`src/rtl/pipe_hazard_ctrl_pkg.sv`:
```
// Shared CPU package: operand-mux encodings, forwarding-source encodings and
// the bit layout of a hazard tag record.
//
// A tag is a flat vector of width REGNOBITS + TAG_EXTRA_BITS:
//   [REGNOBITS + TAG_VALID_OFS]  valid
//   [REGNOBITS + TAG_WRREG_OFS]  wrreg
//   [REGNOBITS + TAG_ISLOAD_OFS] isload
//   [REGNOBITS-1:0]              regno
// Flags live above the register number so the layout works for any REGNOBITS.
package pipe_hazard_ctrl_pkg;

  // Operand-1 / operand-2 mux encodings used by the execute stage.
  localparam logic [1:0] OP1_RS  = 2'd0;
  localparam logic [1:0] OP1_PC  = 2'd1;
  localparam logic [1:0] OP2_RT  = 2'd0;
  localparam logic [1:0] OP2_IMM = 2'd1;

  // Forwarding source for a decode operand.
  localparam logic [1:0] FWD_RF = 2'd0;
  localparam logic [1:0] FWD_A  = 2'd1;
  localparam logic [1:0] FWD_M  = 2'd2;
  localparam logic [1:0] FWD_W  = 2'd3;

  // Tag record layout (flag offsets are relative to REGNOBITS).
  localparam int TAG_ISLOAD_OFS = 0;
  localparam int TAG_WRREG_OFS  = 1;
  localparam int TAG_VALID_OFS  = 2;
  localparam int TAG_EXTRA_BITS = 3;

endpackage

```
`src/rtl/hazard_tag_stage.sv`:
```
// One stage of the hazard tag pipeline: a registered tag with asynchronous
// clear and a bubble input that loads an all-zero (invalid) tag instead.
//
// Ports:
//   clk      rising-edge clock
//   reset    asynchronous active-high clear
//   bubble_i load an invalid tag this cycle
//   tag_i    tag from the previous stage
//   tag_o    registered tag
module hazard_tag_stage #(
  parameter int TAGW = 7
) (
  input  logic            clk,
  input  logic            reset,
  input  logic            bubble_i,
  input  logic [TAGW-1:0] tag_i,
  output logic [TAGW-1:0] tag_o
);

  logic [TAGW-1:0] tag_q;
  logic [TAGW-1:0] tag_d;

  // Next tag: an all-zero tag is invalid, so a bubble just clears the record.
  always_comb begin
    if (bubble_i) begin
      tag_d = {TAGW{1'b0}};
    end else begin
      tag_d = tag_i;
    end
  end

  // Tag register with asynchronous clear.
  always_ff @(posedge clk or posedge reset) begin
    if (reset) begin
      tag_q <= {TAGW{1'b0}};
    end else begin
      tag_q <= tag_d;
    end
  end

  assign tag_o = tag_q;

endmodule

```
`src/rtl/pipe_hazard_ctrl.sv`:
```
// Pipeline hazard controller: tracks destination tags of the instructions in
// stages A, M and W, selects forwarding sources for the decode operands,
// stalls one cycle on a load-use hazard, flushes on a stage-A mispredict and
// counts stall / flush cycles in saturating counters.
//
// Ports:
//   clk, reset                  clock, asynchronous active-high reset
//   valid_D                     decode slot holds a real instruction
//   rs_D, rt_D                  decode source register numbers
//   uses_rs_D, uses_rt_D        decode instruction reads rs / rt
//   wrreg_D, wregno_D           decode destination write-enable / number
//   isload_D                    decode instruction is a load
//   mispred_A                   stage-A branch/jump resolved mispredicted
//   stall_F, stall_D            hold PC / hold decode register
//   flush_D, bubble_A           squash decode / insert NOP into A
//   fwd1_sel, fwd2_sel          operand source: 0=regfile 1=A 2=M 3=W
//   stall_cnt, flush_cnt        saturating performance counters
module pipe_hazard_ctrl
  import pipe_hazard_ctrl_pkg::*;
#(
  parameter int REGNOBITS = 4,
  parameter int CNTBITS   = 16
) (
  input  logic                 clk,
  input  logic                 reset,
  input  logic                 valid_D,
  input  logic [REGNOBITS-1:0] rs_D,
  input  logic [REGNOBITS-1:0] rt_D,
  input  logic                 uses_rs_D,
  input  logic                 uses_rt_D,
  input  logic                 wrreg_D,
  input  logic [REGNOBITS-1:0] wregno_D,
  input  logic                 isload_D,
  input  logic                 mispred_A,
  output logic                 stall_F,
  output logic                 stall_D,
  output logic                 flush_D,
  output logic                 bubble_A,
  output logic [1:0]           fwd1_sel,
  output logic [1:0]           fwd2_sel,
  output logic [CNTBITS-1:0]   stall_cnt,
  output logic [CNTBITS-1:0]   flush_cnt
);

  localparam int TAGW   = REGNOBITS + TAG_EXTRA_BITS;
  localparam int VB     = REGNOBITS + TAG_VALID_OFS;
  localparam int WB     = REGNOBITS + TAG_WRREG_OFS;
  localparam int LB     = REGNOBITS + TAG_ISLOAD_OFS;
  localparam logic [CNTBITS-1:0] CNT_MAX = {CNTBITS{1'b1}};
  localparam logic [CNTBITS-1:0] CNT_ONE = {{(CNTBITS-1){1'b0}}, 1'b1};

  logic [TAGW-1:0]    tag_dec_s;
  logic [TAGW-1:0]    tag_a_s;
  logic [TAGW-1:0]    tag_m_s;
  logic [TAGW-1:0]    tag_w_s;
  logic               bubble_a_in_s;
  logic               loaduse_s;
  logic [1:0]         fwd1_s;
  logic [1:0]         fwd2_s;
  logic [CNTBITS-1:0] stall_cnt_q;
  logic [CNTBITS-1:0] stall_cnt_d;
  logic [CNTBITS-1:0] flush_cnt_q;
  logic [CNTBITS-1:0] flush_cnt_d;

  // A tag matches a register only if it is valid and actually writes it.
  function automatic logic tag_hit(input logic [TAGW-1:0] t,
                                   input logic [REGNOBITS-1:0] r);
    return t[VB] & t[WB] & (t[REGNOBITS-1:0] == r);
  endfunction

  // Youngest-first source select. A load in A has no data yet, so it is
  // skipped here; the load-use stall covers that case.
  function automatic logic [1:0] fwd_pick(input logic use_src,
                                          input logic [REGNOBITS-1:0] r,
                                          input logic [TAGW-1:0] ta,
                                          input logic [TAGW-1:0] tm,
                                          input logic [TAGW-1:0] tw);
    logic [1:0] sel;
    if (!use_src) begin
      sel = FWD_RF;
    end else if (tag_hit(ta, r) && !ta[LB]) begin
      sel = FWD_A;
    end else if (tag_hit(tm, r)) begin
      sel = FWD_M;
    end else if (tag_hit(tw, r)) begin
      sel = FWD_W;
    end else begin
      sel = FWD_RF;
    end
    return sel;
  endfunction

  assign tag_dec_s     = {valid_D, wrreg_D, isload_D, wregno_D};
  assign bubble_a_in_s = bubble_A | ~valid_D;

  hazard_tag_stage #(.TAGW(TAGW)) u_tag_a (
    .clk      (clk),
    .reset    (reset),
    .bubble_i (bubble_a_in_s),
    .tag_i    (tag_dec_s),
    .tag_o    (tag_a_s)
  );

  hazard_tag_stage #(.TAGW(TAGW)) u_tag_m (
    .clk      (clk),
    .reset    (reset),
    .bubble_i (1'b0),
    .tag_i    (tag_a_s),
    .tag_o    (tag_m_s)
  );

  hazard_tag_stage #(.TAGW(TAGW)) u_tag_w (
    .clk      (clk),
    .reset    (reset),
    .bubble_i (1'b0),
    .tag_i    (tag_m_s),
    .tag_o    (tag_w_s)
  );

  // Load-use detection and raw forwarding selects.
  always_comb begin
    loaduse_s = valid_D & tag_a_s[LB] &
                ((uses_rs_D & tag_hit(tag_a_s, rs_D)) |
                 (uses_rt_D & tag_hit(tag_a_s, rt_D)));
    fwd1_s    = fwd_pick(uses_rs_D, rs_D, tag_a_s, tag_m_s, tag_w_s);
    fwd2_s    = fwd_pick(uses_rt_D, rt_D, tag_a_s, tag_m_s, tag_w_s);
  end

  // Control outputs. Reset keeps decode squashed; a mispredict wins over a
  // load-use stall because the stalled instruction is wrong-path anyway.
  always_comb begin
    stall_F  = 1'b0;
    stall_D  = 1'b0;
    flush_D  = 1'b0;
    bubble_A = 1'b0;
    fwd1_sel = fwd1_s;
    fwd2_sel = fwd2_s;
    if (reset) begin
      flush_D  = 1'b1;
      bubble_A = 1'b1;
      fwd1_sel = FWD_RF;
      fwd2_sel = FWD_RF;
    end else if (mispred_A) begin
      flush_D  = 1'b1;
      bubble_A = 1'b1;
    end else if (loaduse_s) begin
      stall_F  = 1'b1;
      stall_D  = 1'b1;
      bubble_A = 1'b1;
    end else begin
      stall_F  = 1'b0;
      stall_D  = 1'b0;
    end
  end

  // Saturating next-count for both performance counters.
  always_comb begin
    if (stall_D && (stall_cnt_q != CNT_MAX)) begin
      stall_cnt_d = stall_cnt_q + CNT_ONE;
    end else begin
      stall_cnt_d = stall_cnt_q;
    end
    if (flush_D && (flush_cnt_q != CNT_MAX)) begin
      flush_cnt_d = flush_cnt_q + CNT_ONE;
    end else begin
      flush_cnt_d = flush_cnt_q;
    end
  end

  // Counter registers with asynchronous clear.
  always_ff @(posedge clk or posedge reset) begin
    if (reset) begin
      stall_cnt_q <= {CNTBITS{1'b0}};
      flush_cnt_q <= {CNTBITS{1'b0}};
    end else begin
      stall_cnt_q <= stall_cnt_d;
      flush_cnt_q <= flush_cnt_d;
    end
  end

  assign stall_cnt = stall_cnt_q;
  assign flush_cnt = flush_cnt_q;

endmodule

```
`config.mk`:
```
export PLATFORM = sky130hd
export DESIGN_NAME = pipe_hazard_ctrl
export DESIGN_NICKNAME = d
export VERILOG_FILES = /design/src/rtl/pipe_hazard_ctrl_pkg.sv /design/src/rtl/hazard_tag_stage.sv /design/src/rtl/pipe_hazard_ctrl.sv
export SDC_FILE = /design/constraint.sdc
export NUM_CORES = 1
export LEC_CHECK = 0
export CORE_ASPECT_RATIO = 0.75
export CORE_MARGIN = 3
export CORE_UTILIZATION = 49
export CTS_CLUSTER_DIAMETER = 150
export CTS_CLUSTER_SIZE = 12
export DETAILED_ROUTE_END_ITERATION = 7
export PLACE_DENSITY = 0.8
export SYNTH_ARGS = -nofsm -noshare
export SYNTH_HDL_FRONTEND = slang
export SYNTH_SLANG_ARGS = --single-unit
```
`constraint.sdc`:
```
create_clock -name clk -period 2.6 [get_ports clk]
set_clock_uncertainty 0.05 [all_clocks]
set_input_delay 0.26 -clock clk [delete_from_list [all_inputs] [get_ports clk]]
set_output_delay 0.26 -clock clk [all_outputs]
set_load 0.1 [all_outputs]
```
Yosys cells after proc, flatten, opt, wreduce, memory -nomap -nowiden
Cells that the tools add are included.
{ "classes": {"add_sub_neg": 2, "eq_ne": 8, "n_mux": 18, "bitwise": 16, "n_reduce_logical": 5} }
{ "op_table": {"columns": ["op", "n"], "rows": [
  ["16-bit by 1-bit adder with 16-bit output (second input constant)", 2],
  ["16-bit != test (second input constant)", 2],
  ["4-bit equality test", 6],
  ["2-bit two-way mux", 10],
  ["1-bit bitwise AND", 13],
  ["1-bit two-way mux", 7],
  ["7-bit two-way mux", 1],
  ["1-bit logical AND", 4],
  ["1-bit OR", 2],
  ["1-bit logical NOT", 1],
  ["1-bit NOT", 1]
]} }
{ "totals": {"register_bits": 53, "in_bits": 20, "output_inout_bits": 40, "wordCells": 54} }

Depth between registers and ports, before layout
{ "logic_depth": {"depth_word": 10, "depth_mapped": 7, "ltp_nobuf": 7} }

Cells and area by module
Synthesis repeated with hierarchy kept, for this count alone.
{ "hier_totals": {"cells_unflattened": 250, "area_unflattened_um2": 2673.8} }
{ "modules_own_cells": {"columns": ["module", "instances", "cells_per_inst", "area_each_um2", "seq_area_each_um2"], "rows": [
  ["pipe_hazard_ctrl", 1, 205, 2005.7, 800.8],
  ["hazard_tag_stage", 3, 15, 222.7, 175.2]
]} }

Worst setup path after synthesis
Ideal clock, no wire load.
{ "synth_path": {"kind": "input to output", "from": "input reset", "to": "output fwd1_sel[1]", "arrival_time_ps": 3838, "required_time_ps": 2290, "setup_slack_ps": -1548, "path_stages": 3, "path_buffers": 0, "path_cell_list": "inv_1 nand2_1 a211oi_1"} }
{ "synth_between": {"elab_chain_cells": 1} }
{ "synth_rtl": {"columns": ["element", "line", "source"], "rows": [
  ["from (decl)", "pipe_hazard_ctrl.sv:25", "input logic reset,"],
  ["2-bit two-way mux", "pipe_hazard_ctrl.sv:138", "if (reset) begin"],
  ["to (decl)", "pipe_hazard_ctrl.sv:39", "output logic [1:0] fwd1_sel,"]
]} }
No other way between the ends.

Worst setup path in the final report
{ "layout_path": {"from": "input rs_D[1]", "to": "output fwd1_sel[1]"} }
{ "layout_between": {"elab_chain_cells": 7, "word_cells_on_any_way": 12, "cone_classes": "3 x eq/ne; 5 x mux; 3 x bitwise; 1 x reduce/logical"} }
{ "layout_rtl": {"columns": ["element", "line", "source"], "rows": [
  ["from (decl)", "pipe_hazard_ctrl.sv:27", "input logic [REGNOBITS-1:0] rs_D,"],
  ["4-bit equality test", "pipe_hazard_ctrl.sv:68", "return t[VB] & t[WB] & (t[REGNOBITS-1:0] == r);"],
  ["1-bit bitwise AND", "pipe_hazard_ctrl.sv:68", null],
  ["2-bit two-way mux", "pipe_hazard_ctrl.sv:85", "end else if (tag_hit(tw, r)) begin"],
  ["2-bit two-way mux", "pipe_hazard_ctrl.sv:83", "end else if (tag_hit(tm, r)) begin"],
  ["2-bit two-way mux (*)", "pipe_hazard_ctrl.sv:81", "end else if (tag_hit(ta, r) && !ta[LB]) begin"],
  ["2-bit two-way mux (*)", "pipe_hazard_ctrl.sv:79", "if (!use_src) begin"],
  ["2-bit two-way mux (*)", "pipe_hazard_ctrl.sv:138", null]
]} }
Mark *: on every way between the ends. The rest lies on a longest branch, timed or not.

==> flow_metrics.env <==
export IMPL_synth_adder_area_share=0.0104
export IMPL_critPathLaunchType="input pin"
export IMPL_die_area_um2=5820
export IMPL_design_portCount=60
export IMPL_ir_drop_uv=1250
export IMPL_slew_headroom=0.611
export IMPL_grt_use_met1=0.263
export IMPL_hold_viol_final=0
export IMPL_antenna_found_initial=0
export IMPL_fillers=354
export IMPL_cp_max_fo=3
export IMPL_clk_pin_slew_ps=90
export IMPL_synth_common_cells="dfrtp_1, xnor2_1, nand2_1, xor2_1, nand4_1"
export IMPL_grt_pass1_wl_um=8610
export IMPL_drt_initial_drc_count=95
export IMPL_die_h_um=66.8
export IMPL_yosysMostFrequentCell="dfrtp_1"
export IMPL_area_delta_synth_final_pct=33.0
export IMPL_gp_congestion=0.820
export IMPL_viasPerCell=5.37
export IMPL_htreeDepth=2
export IMPL_numCtsBuffers=5
export IMPL_cts_tree="built"
export IMPL_synth_top_area_frac=0.528
export IMPL_start_util=0.525
export IMPL_core_area_um2=4600
export IMPL_clock_sinks=51
export IMPL_drive_gt1_frac=0.241
export IMPL_yosysSeqAreaShare=0.528
export IMPL_fin_crit_ps=2370
export IMPL_synth_area_per_cell_um2=10.9
export IMPL_end_kind="primary output"
export IMPL_drc=0
export IMPL_worst_pin_slew_ps=584
export IMPL_cts_setup_buffers=0
export IMPL_synth_top_family_by_area="simple AND/OR/NAND/NOR gates"
export IMPL_synthFlopType="dfrtp_1"
export IMPL_fin_tns_setup_ps=0
export IMPL_fin_nets=312
export IMPL_clock_latency_ps=300
export IMPL_yosys_area_share_xor_xnor=0.178
export IMPL_fin_area_um2=3210
export IMPL_status="complete, no violations"
export IMPL_io_buffers=59
export IMPL_rows=21
export IMPL_met3_usage=0.0457
export IMPL_synthMuxAreaShare=0.0155
export IMPL_routedWlPerCell_um=14.8
export IMPL_rsz0062_at_grt="no"
export IMPL_drv_cap=0
export IMPL_drv_slew=0
export IMPL_final_util=0.699
export IMPL_clk_path_buf_depth=2
export IMPL_hold_slack_ps=214
export IMPL_p_per_area_nw_per_um2=644
export IMPL_vias=1868
export IMPL_yosysTopAreaCell="dfrtp_1"
export IMPL_total_power_mw=2.07
export IMPL_seqCellArea_um2=1280
export IMPL_drt_pre_antenna_iters=5
export IMPL_dp_cells=340
export IMPL_synth_compound_gate_area_share=0.0461
export IMPL_track_usage=0.191
export IMPL_ys_ff_latch=51
export IMPL_pre_cts_ws_ps=169
export IMPL_setup_violations=0
export IMPL_routed_wl_um=5140
export IMPL_required_ps=2290
export IMPL_fin_ws_ps=233
export IMPL_fmaxAchievable_mhz=422
export IMPL_placed_area_um2=3130
export IMPL_period_share=0.910
export IMPL_async_flop_share=1.00
export IMPL_fin_cells=348
export IMPL_synth_cell_type_count=34
export IMPL_grt_util_met2=0.298
export IMPL_hp_class="input pin to asynchronous set/reset pin"
export IMPL_arrival_ps=2060
export IMPL_synthCells=221
export IMPL_antenna_cells=0
export IMPL_place_hpwl_um=3950
export IMPL_synthesis_nets=243
export IMPL_grt_max_degree=48
export IMPL_grt_pass1_vias=1800
export IMPL_die_width_um=87.1
export IMPL_synthTopCellsByArea="dfrtp_1, xnor2_1, xor2_1"
export IMPL_grt_overflow=0
export IMPL_crit_type="input pin to primary output"
export IMPL_netlist_area_um2=2420
export IMPL_p_leak_nw=1.49
export IMPL_synth_simple_gate_area_frac=0.210
export IMPL_clock_root_buffer="clkbuf_8"
export IMPL_postRouteAntennaNets=0
export IMPL_multiInputGateArea_um2=1150
export IMPL_yosys_warnings=0
export IMPL_synth_edff_count=0
export IMPL_ctsHoldBuffers=0
export IMPL_grt_busiest_layer="met2"
## cell type report
| cell class | instances | area share |
|---|---|---|
| sequential | 51 | 0.397 |
| tap | 57 | 0.0222 |
| clock buffer | 7 | 0.0238 |
| multi-input combinational | 163 | 0.358 |
| timing repair buffer | 63 | 0.189 |
| inverter | 6 | 0.00818 |
| clock inverter | 1 | 0.00156 |
## placed cells by master (no fill, tap or decap), drive strengths merged, types with 12 or more instances in the layout
master          n
xnor2          29
dfrtp          51
nor2           14
xor2           20
nand3          12
and3           12
buf            44
nand2          23
nand4          16
clkdlybuf4s50  19
## what timing repair did
action	CTS	global route
endpoints found under the hold margin	0	0
endpoints found under the setup margin	0	2
gates resized for setup	0	2
## kinds of logic (layout without fill, tap and decap cells)
| logic type | count (synthesis) | after routing |
|---|---|---|
| adders and majority gates | 2 | 2 |
| AOI/OAI and AO/OA | 14 | 14 |
| buffers and inverters | 7 | 77 |
| xor gates and xnor gates | 49 | 49 |
| and+or+nand+nor | 95 | 95 |
| muxes | 3 | 3 |
| DFF | 51 | 51 |
## final timing paths
path	start	end	slack, ps	depth (start not counted)
worst max-delay path	rs_D[1]	fwd1_sel[1]	230	6
worst min-delay path	reset	stall_cnt[8]	210	2
worst max register to register	u_tag_a.tag_o[0]	stall_cnt[12]	670	6
worst min register to register	u_tag_a.tag_o[5]	u_tag_m.tag_o[5]	350	0
max in group asynchronous	reset	flush_cnt[11]	1500	3
min in group clk	u_tag_a.tag_o[5]	u_tag_m.tag_o[5]	350	0
## registers in the layout, summed over array words and instances, names as in the netlist
name and count:
stall_cnt 16, u_tag_w.tag_o 6, flush_cnt 16, u_tag_m.tag_o 6, u_tag_a.tag_o 7
## power by group
| part | total [mW] | internal [mW] | switching, mW |
|---|---|---|---|
| Sequential | 0.937 | 0.856 | 0.0818 |
| Combinational | 0.698 | 0.179 | 0.519 |
| Clock | 0.433 | 0.189 | 0.244 |
## per-layer routing
layer  vias to the layer above  part of all wire
li1                        910                 -
met1                       905              0.46
met2                        45              0.47
met3                         8             0.050
met4                         0             0.012
met5                         -                 0
## critical path, cell delays in order
cell and delay, ps:
clkdlybuf4s50_1 490, xor2_1 210, a2111oi_2 350, nand4_1 220, a211oi_4 320, buf_12 210
No activity file was read; power rests on OpenSTA's default activity.
